$ cat config.mk
export PLATFORM = sky130hd
export DESIGN_NAME = rdc_cmd_fifo
export DESIGN_NICKNAME = d
export VERILOG_FILES = /design/src/rtl/rtl_settings_pkg.sv /design/src/rtl/rdc_cmd_fifo.sv
export SDC_FILE = /design/constraint.sdc
export NUM_CORES = 1
export LEC_CHECK = 0
export ABC_AREA = 1
export CAP_MARGIN = 0
export CORE_MARGIN = 1
export CORE_UTILIZATION = 53
export DETAILED_ROUTE_END_ITERATION = 8
export GPL_TIMING_DRIVEN = 1
export PLACE_DENSITY = 0.75
export SLEW_MARGIN = 20
export SYNTH_ARGS = -nofsm -noshare
export SYNTH_HDL_FRONTEND = slang
export SYNTH_SLANG_ARGS = --single-unit
export TNS_END_PERCENT = 100
$ cat constraint.sdc
create_clock -name clk_i -period 6.5 [get_ports clk_i]
set_input_delay 1.3 -clock clk_i [delete_from_list [all_inputs] [get_ports clk_i]]
set_output_delay 1.3 -clock clk_i [all_outputs]
set_load 0.05 [all_outputs]
$ cat src/rtl/rtl_settings_pkg.sv
// rtl/rtl_settings_pkg.sv - shared types, constants and helpers for the memory tester
package rtl_settings_pkg;

  localparam int RDC_DATA_W     = 512;
  localparam int RDC_DATA_B_W   = RDC_DATA_W / 8;
  localparam int RDC_OFF_W      = $clog2(RDC_DATA_B_W);
  localparam int RDC_BURST_W    = 11;
  localparam int RDC_ADDR_W     = 26;
  localparam int RDC_FIFO_DEPTH = 8;
  localparam int RDC_CNT_W      = 32;

  localparam logic [7:0] LFSR_POLY = 8'hB8;

  typedef enum logic {
    FIX_DATA = 1'b0,
    RND_DATA = 1'b1
  } data_mode_t;

  typedef enum logic {
    IDLE  = 1'b0,
    BURST = 1'b1
  } rdc_state_t;

  typedef struct packed {
    logic                   trans_type;  // 0 = read/compare, 1 = write
    data_mode_t             data_mode;
    logic [7:0]             data_ptrn;
    logic [RDC_ADDR_W-1:0]  start_addr;
    logic [RDC_BURST_W-2:0] words_count; // beats - 1
    logic [RDC_OFF_W-1:0]   start_off;
    logic [RDC_OFF_W-1:0]   end_off;
  } cmp_struct_t;

  function automatic logic [7:0] lfsr8_step(input logic [7:0] s);
    return s[0] ? ((s >> 1) ^ LFSR_POLY) : (s >> 1);
  endfunction

  // An all-zero state would lock the LFSR, so a zero pattern seeds with 0x01.
  function automatic logic [7:0] lfsr8_seed(input logic [7:0] ptrn);
    return (ptrn == 8'h00) ? 8'h01 : ptrn;
  endfunction

  function automatic logic [RDC_DATA_B_W-1:0] byteenable_ptrn(
    input logic                 first,
    input logic                 last,
    input logic [RDC_OFF_W-1:0] start_off,
    input logic [RDC_OFF_W-1:0] end_off
  );
    logic [RDC_DATA_B_W-1:0] be;
    for (int i = 0; i < RDC_DATA_B_W; i++) begin
      be[i] = (!first || (i >= int'(start_off))) && (!last || (i <= int'(end_off)));
    end
    return be;
  endfunction

endpackage

$ cat src/rtl/rdc_cmd_fifo.sv
// rtl/rdc_cmd_fifo.sv - showahead synchronous FIFO of compare descriptors
module rdc_cmd_fifo
  import rtl_settings_pkg::*;
#(
  parameter int DEPTH = RDC_FIFO_DEPTH
) (
  input  logic        clk_i,
  input  logic        rst_i,
  input  logic        clr_i,
  input  logic        push_i,
  input  cmp_struct_t data_i,
  input  logic        pop_i,
  output cmp_struct_t data_o,
  output logic        full_o,
  output logic        empty_o
);

  localparam int AW = $clog2(DEPTH);

  cmp_struct_t    mem [DEPTH];
  logic [AW:0]    wr_ptr;
  logic [AW:0]    rd_ptr;

  always_ff @(posedge clk_i or posedge rst_i) begin
    if (rst_i) begin
      wr_ptr <= '0;
      rd_ptr <= '0;
    end else if (clr_i) begin
      wr_ptr <= '0;
      rd_ptr <= '0;
    end else begin
      if (push_i) wr_ptr <= wr_ptr + 1'b1;
      if (pop_i)  rd_ptr <= rd_ptr + 1'b1;
    end
  end

  always_ff @(posedge clk_i) begin
    if (push_i && !clr_i) mem[wr_ptr[AW-1:0]] <= data_i;
  end

  assign data_o  = mem[rd_ptr[AW-1:0]];
  assign empty_o = (wr_ptr == rd_ptr);
  // Extra pointer bit distinguishes full from empty when the indices match.
  assign full_o  = (wr_ptr[AW] != rd_ptr[AW]) && (wr_ptr[AW-1:0] == rd_ptr[AW-1:0]);

endmodule

Word level (Yosys, flattened, before mapping)
Memory sizes are Yosys's and may differ from the RTL's.
Index checks and enable logic that the tools add are counted.
Widths: inputs -> output; s select.
{"block": "word_totals", "reg_bits": 8, "ramBits": 464, "inputBits": 63, "wordCells": 19, "mem_count": 1}
{"name": "mem", "words": 8, "word_bits": 58, "read_ports": 1, "rd_ports_with_merged_regs": 0, "write_ports": 1, "line_no": "rdc_cmd_fifo.sv:20", "text": "cmp_struct_t mem [DEPTH];"}
{"block": "op_classes", "n_addsub": 2, "n_eq_ne": 3, "n_mux": 6, "reduce_logical": 5}
{"operator": "$mux 4", "count": 4}
{"operator": "$add 4x1->4 const B", "count": 2}
{"operator": "$eq 4x4->1", "count": 1}
{"operator": "$reduce_bool 2->1", "count": 2}
{"operator": "$eq 3x3->1", "count": 1}
{"operator": "$logic_and 1x1->1", "count": 2}
{"operator": "$mux 1", "count": 2}
{"operator": "$logic_not 1->1", "count": 1}
{"operator": "$ne 1x1->1", "count": 1}

Logic depth before layout (Yosys ltp)
Gate-level depths: netlist of run 1.
{"block": "logic_depth", "ltp_word": 4, "ltp_mapped": 9, "mapped_depth_nobuf": 6}

Worst setup path before layout of run 1
Ideal clock, no wire load.
{"block": "synth_path", "kind": "input-to-reg", "start": "in push_i", "end": "mem mem[7][0] in the netlist's numbering (enable)", "arrival_time_ns": 4.052, "setup_slack_ns": 1.973, "cell_stages": 4, "cell_sequence": "inv_1 -> nor2_1 -> nand2_1 -> nor2_1"}
{"block": "synth_via", "elab_chain_len": 3}
{"item": "start, declared", "line_no": "rdc_cmd_fifo.sv:10", "text": "input logic push_i,"}
{"item": "$logic_and 1x1->1", "line_no": "rdc_cmd_fifo.sv:38", "text": "if (push_i && !clr_i) mem[wr_ptr[AW-1:0]] <= data_i;"}
{"item": "$mux 1", "line_no": "rdc_cmd_fifo.sv:38"}
{"item": "$mux 1 (implied by the code)", "line_no": "rdc_cmd_fifo.sv:38"}
{"item": "end, declared", "line_no": "rdc_cmd_fifo.sv:20"}
Every way passes these cells.

==> results of run 1 <==
worst register-to-register path, stage by stage (launching register included):
cell and delay [ns]:
dfrtp_1 0.45, nand2_1 0.28, nor2_4 0.86, buf_4 0.51
metal layers:
| layer | vias up | GRT usage (%) | part of all wire [%] |
|---|---|---|---|
| met4 | 6 | 8.58 | 2.2 |
| met3 | 77 | 3.90 | 6.3 |
| li1 | 6638 | - | - |
| met1 | 6290 | 29.9 | 42 |
| met2 | 427 | 38.7 | 49 |
| met5 | - | 0 | 0.095 |
report_power, final:
part | internal, mW | leakage (nW) | total (mW) | switching, mW
logic | 0.243 | 5.64 | 0.807 | 0.564
registers | 3.39 | 4.29 | 3.40 | 0.0186
clock network | 1.36 | 0.698 | 2.46 | 1.10
cell usage in the layout, fill, tap and decap left out, types with 6 or more instances in the layout:
cell               n
edfxtp_1         464
clkdlybuf4s50_1  122
clkbuf_1           6
nand3_1          234
nand2_1          773
clkbuf_16         47
nor2_4             8
buf_4             16
clkinv_2          19
inv_1            472
clkinv_1           6
nor2_1             7
area by class of cell:
class	instances	area share, %
multi-input cells	1037	18.1
inverters	475	7.56
clock inverters	28	0.776
diodes	5	0.0528
clock buffers	53	5.06
repair buffers	143	6.08
flip-flops and latches	472	59.7
well taps	511	2.70
cell families (layout without fill, tap and decap cells):
family	count (synthesis)	in the layout
AO/OA/AOI/OAI	8	8
XOR/XNOR	4	4
adder cells (fa/ha/maj)	2	2
buffers and inverters	564	699
flip-flops	472	472
other	0	5
AND/OR/NAND/NOR	1023	1023
stage by stage:
step                hold WS, ns  util (%)  cell area, sq um  total power [mW]
detailed placement        0.546      58.7             22300              4.28
CTS                       0.562      62.3             23700              6.71
floorplan                 0.518         -             20600              3.99
finish                    0.561      62.4             23700              6.67
global placement          0.541      58.7             22300              4.26
global route              0.605      62.3             23700              6.89
worst max path at each step:
stage / from / end / cells past startpoint
2_1_floorplan: push_i / mem[7][0] / 4
3_3_place_gp: rd_ptr[1] / data_o[2] / 6
3_5_place_dp: rd_ptr[1] / data_o[2] / 6
4_1_cts: rd_ptr[1] / data_o[2] / 6
5_1_grt: rd_ptr[1] / data_o[2] / 6
6_report: rd_ptr[1] / data_o[2] / 6
flip-flops by register name, summed over array words and instances, names as in the netlist:
signal / flops
mem: 464
wr_ptr: 4
rd_ptr: 4
==> results_dict.tcl, run 1 <==
set metrics [dict create \
    status "finished, final reports clean" \
    dp_cells 2638 \
    setup_viol 0 \
    skew_ns 0.0208 \
    synthCells 2073 \
    multiInputGateArea_sq_mm 0.00430 \
    synth-edff-count 464 \
    crit_path_top_delay_cell "buf_4" \
    antenna_found_initial 7 \
    nNetsFinal 2240 \
    maxSlewHeadroom_pct 21.5 \
    path_delay_family "buffers and inverters" \
    pwr_density_cell_mw_per_mm2 281 \
    fillers 2928 \
    core_area_sq_mm 0.0380 \
    dieArea_sq_mm 0.0397 \
    max_stage_delay_ns 0.91 \
    htreeDepth 2 \
    synth_xor_area_share_pct 0.170 \
    io_pins 123 \
    ff_latch_area_sq_mm 0.0141 \
    pre_cts_ws_ns 2.15 \
    syn_avg_cell_area_sq_um 9.96 \
    ys_async_sr_fraction_pct 1.69 \
    vias 13400 \
    holdPathEnd "rd_ptr[3]" \
    grt_pass1_vias 13000 \
    ctsHoldBuffers 0 \
    drive_gt1_share_pct 4.71 \
    post-dp-hpwl_microns 23600 \
    worst_slack_ns 1.60 \
    synth_area_sq_mm 0.0206 \
    synth_compound_area_share_pct 0.206 \
    die_y_microns 199 \
    synth_top_cell_by_area "edfxtp_1" \
    crit_required_ns 5.20 \
    hp-class "flip-flop to flip-flop" \
    drv_cap 0 \
    crit_path_end_kind "output port" \
    finalCritPeriodShare_pct 75.4 \
    synthAdderAreaFrac_pct 0.121 \
    grt_usage_pct 23.0 \
    cts_made_buffers 46 \
    vdd_ir_drop_max_v 0.000174 \
    firstDrtPassIters 5 \
    crit_type "flip-flop to output port" \
    ctsResizeCount 0 \
    hold_viol 0 \
    clkLatencyLatePin_ns 0.57 \
    grt_pass1_wl_microns 68900 \
    synthSimpleGateAreaFrac_pct 20.0 \
    drc_errors 0 \
    path_cells "buf_4 > nand3_1 > nand2_1 > nand2_1 > nand2_1 > clkdlybuf4s50_1" \
    yosysMostFrequentCell "nand2_1" \
    syn_to_final_growth_pct 14.9 \
    synthTopCellsByCount "nand2_1, inv_1, edfxtp_1" \
    synth_top_family_by_area "simple AND/OR/NAND/NOR gates" \
    rsz0062_at_grt "no" \
    cts-root-buf "clkbuf_16" \
    min-delay-start "rd_ptr[3]" \
    r2r_slack_ns 4.04 \
    drt-initial-drc-count 1082 \
    r2r_end "mem[7][19]" \
    cts.sink_count 472 \
    reg2reg_from "wr_ptr[0]" \
    crit_top_cell "nand2_1" \
    post_cts_buffers 0 \
    crit_arrival_ns 3.60 \
    die_w_microns 199 \
    power.leakage_nw 10.6 \
    syn-num-nets 2138 \
    cts_tree "yes" \
    final.setup.tns_ns 0 \
    critPathBufInv 2 \
    fmax_ghz 0.204 \
    crit_fanout 80 \
    port_buffers 122 \
    synth_ff_type "edfxtp_1" \
    cp-start-kind "flip-flop" \
    tightest_slew_ns 1.18 \
    num_rows 71 \
    synth_warnings 0 \
    initial_core_util_pct 54.3 \
    wl_per_cell_microns 16.3 \
    drv_slew 0 \
    muxShareOfSynthArea_pct 0 \
    grt_max_degree 236 \
    synth.distinct_cells 20 \
    grt_remaining_overflow 0 \
    place.gp.congestion 0.775 \
    yosysTopAreaCellShare_pct 67.5 \
    rr_worst_depth 3 \
    netlist_top_cells_area "edfxtp_1, nand2_1, inv_1" \
    drt-vias-per-instance 4.93 \
    ant_nets 0 \
    fin_crit_ns 4.90 \
    whs_path_depth 3 \
    finalNonFillerCells 2724 \
    ys_seq_area_share_pct 68.5 \
    clockBufferDepth 3 \
    ys_ff_latch 472 \
    clkSlewWorstSetupHoldPaths_ns 0.06 \
    wl_microns 44400 \
]
(Power assumes the default switching activity.)
==> inputs of run 2 (changes only) <==
--- a/config.mk
+++ b/config.mk
@@ -11,7 +11,7 @@
 export CORE_UTILIZATION = 53
 export DETAILED_ROUTE_END_ITERATION = 8
 export GPL_TIMING_DRIVEN = 1
-export PLACE_DENSITY = 0.75
+export PLACE_DENSITY = 0.78
 export SLEW_MARGIN = 20
 export SYNTH_ARGS = -nofsm -noshare
 export SYNTH_HDL_FRONTEND = slang
==> constraint.sdc (replaced) <==
create_clock -name clk_i -period 3.95 [get_ports clk_i]
set_input_delay 0.79 -clock clk_i [delete_from_list [all_inputs] [get_ports clk_i]]
set_output_delay 0.79 -clock clk_i [all_outputs]
set_load 0.05 [all_outputs]
==> results_dict.tcl, run 2 (same netlist as run 1, synthesis figures left out) <==
set metrics [dict create \
    r2r_end "mem[4][37]" \
    setup_viol 0 \
    ant_nets 0 \
    crit_top_cell "nand2_1" \
    post-route-util_pct 62.9 \
    post_cts_buffers 0 \
    drive_gt1_share_pct 6.60 \
    port_buffers 122 \
    crit_path_top_delay_cell "buf_4" \
    die_y_microns 199 \
    skew_ns 0.0223 \
    clkSlewWorstSetupHoldPaths_ns 0.06 \
    drv_cap 0 \
    dieArea_sq_mm 0.0397 \
    grt_max_degree 146 \
    rsz0062_at_grt "no" \
    drc_errors 0 \
    status "finished, final reports clean" \
    core_area_sq_mm 0.0380 \
    largest_reg_flops 464 \
    die_w_microns 199 \
    mostFrequentLayoutCells "nand2_1, inv_1, edfxtp_1" \
    grt_usage_pct 23.4 \
    drt-initial-drc-count 986 \
    fmax_ghz 0.266 \
    clockBufferDepth 3 \
    vdd_ir_drop_max_v 0.000406 \
    vias 13700 \
    crit_fanout 145 \
    crit_arrival_ns 2.96 \
    tightest_slew_ns 0.693 \
    wl_microns 45100 \
    wl_per_cell_microns 16.5 \
    layout_commonest_cell "nand2_1" \
    hold_viol 0 \
    initial_core_util_pct 54.3 \
    clkLatencyLatePin_ns 0.56 \
    hp-class "primary input to async pin" \
    path_cells "buf_12 > buf_4 > nand2_1 > nand3_1 > nand2_1 > nand2_1 > nand2_1 > buf_4" \
    drt-vias-per-instance 5.00 \
    drv_slew 0 \
    fillers 2911 \
    fin_hold_ws_ns 0.486 \
    cts_tree "yes" \
    crit_required_ns 3.16 \
    pwr_density_cell_mw_per_mm2 472 \
    power.leakage_nw 10.8 \
    ctsResizeCount 0 \
    firstDrtPassIters 5 \
    place.gp.congestion 0.792 \
    cts_made_buffers 47 \
    reg2reg_from "wr_ptr[0]" \
    post-dp-hpwl_microns 24100 \
    power_mw 11.3 \
    grt_remaining_overflow 0 \
    cts-root-buf "clkbuf_16" \
    htreeDepth 2 \
    rr_worst_depth 4 \
    syn_to_final_growth_pct 15.9 \
    maxSlewHeadroom_pct 53.8 \
    antenna_found_initial 4 \
    nNetsFinal 2254 \
    finalCritPeriodShare_pct 95.0 \
    grt_pass1_vias 13600 \
    cts.sink_count 472 \
    crit_type "flip-flop to output port" \
    io_pins 123 \
    r2r_slack_ns 2.02 \
    crit_path_end_kind "output port" \
    max_stage_delay_ns 0.66 \
    grt_pass1_wl_microns 71100 \
    fin_crit_ns 3.75 \
    ctsHoldBuffers 0 \
    num_rows 71 \
    cp-start-kind "flip-flop" \
]
## run 2: cell type report
cell class	count	area [sq um]	area share (%)
diodes	1	2.50	0.0105
clock inverters	29	277	1.16
repair buffers	156	1530	6.41
inverters	475	1790	7.49
well taps	511	639	2.67
multi-input cells	1037	4300	18.0
clock buffers	57	1230	5.16
flip-flops and latches	472	14100	59.1
## run 2: through the flow
step	instances	cell area [sq um]	TNS (ns)	setup WS, ns
floorplan	2073	20600	-20.53	-0.0519
finish	2738	23900	0	0.198
detailed placement	2651	22400	0	0.810
global placement	2651	22400	0	0.871
CTS	2737	23900	0	0.213
global route	2738	23900	0	0.0438
## run 2: where the power goes
group | switching (mW) | leakage (nW) | internal (mW)
registers | 0.0220 | 4.29 | 5.57
clock network | 1.81 | 0.747 | 2.55
logic | 0.942 | 5.76 | 0.396
total | 2.78 | 10.8 | 8.52
## run 2: critical path, delay by kind of cell (launching register included)
family | cells | cell delay [ns]
simple gates | 5 | 0.49
flops | 1 | 0.45
buf+inv | 3 | 1.42
## run 2: worst max path at each step
stage / startpoint / endpoint / slack [ns]
after detailed placement: rd_ptr[0] / data_o[29] / 0.81
after global placement: rd_ptr[1] / data_o[6] / 0.87
final: rd_ptr[0] / data_o[29] / 0.20
after floorplan: push_i / mem[1][0] / -0.05
after CTS: rd_ptr[0] / data_o[29] / 0.21
after global routing: rd_ptr[0] / data_o[26] / 0.04
## run 2: routing by layer
metal / vias to the layer above / GRT usage (%) / share of wire, %
met5: - / 0 / 0.082
met2: 437 / 39.5 / 49
met4: 6 / 7.61 / 2.6
li1: 6673 / - / -
met1: 6467 / 30.7 / 41
met3: 96 / 4.05 / 6.6
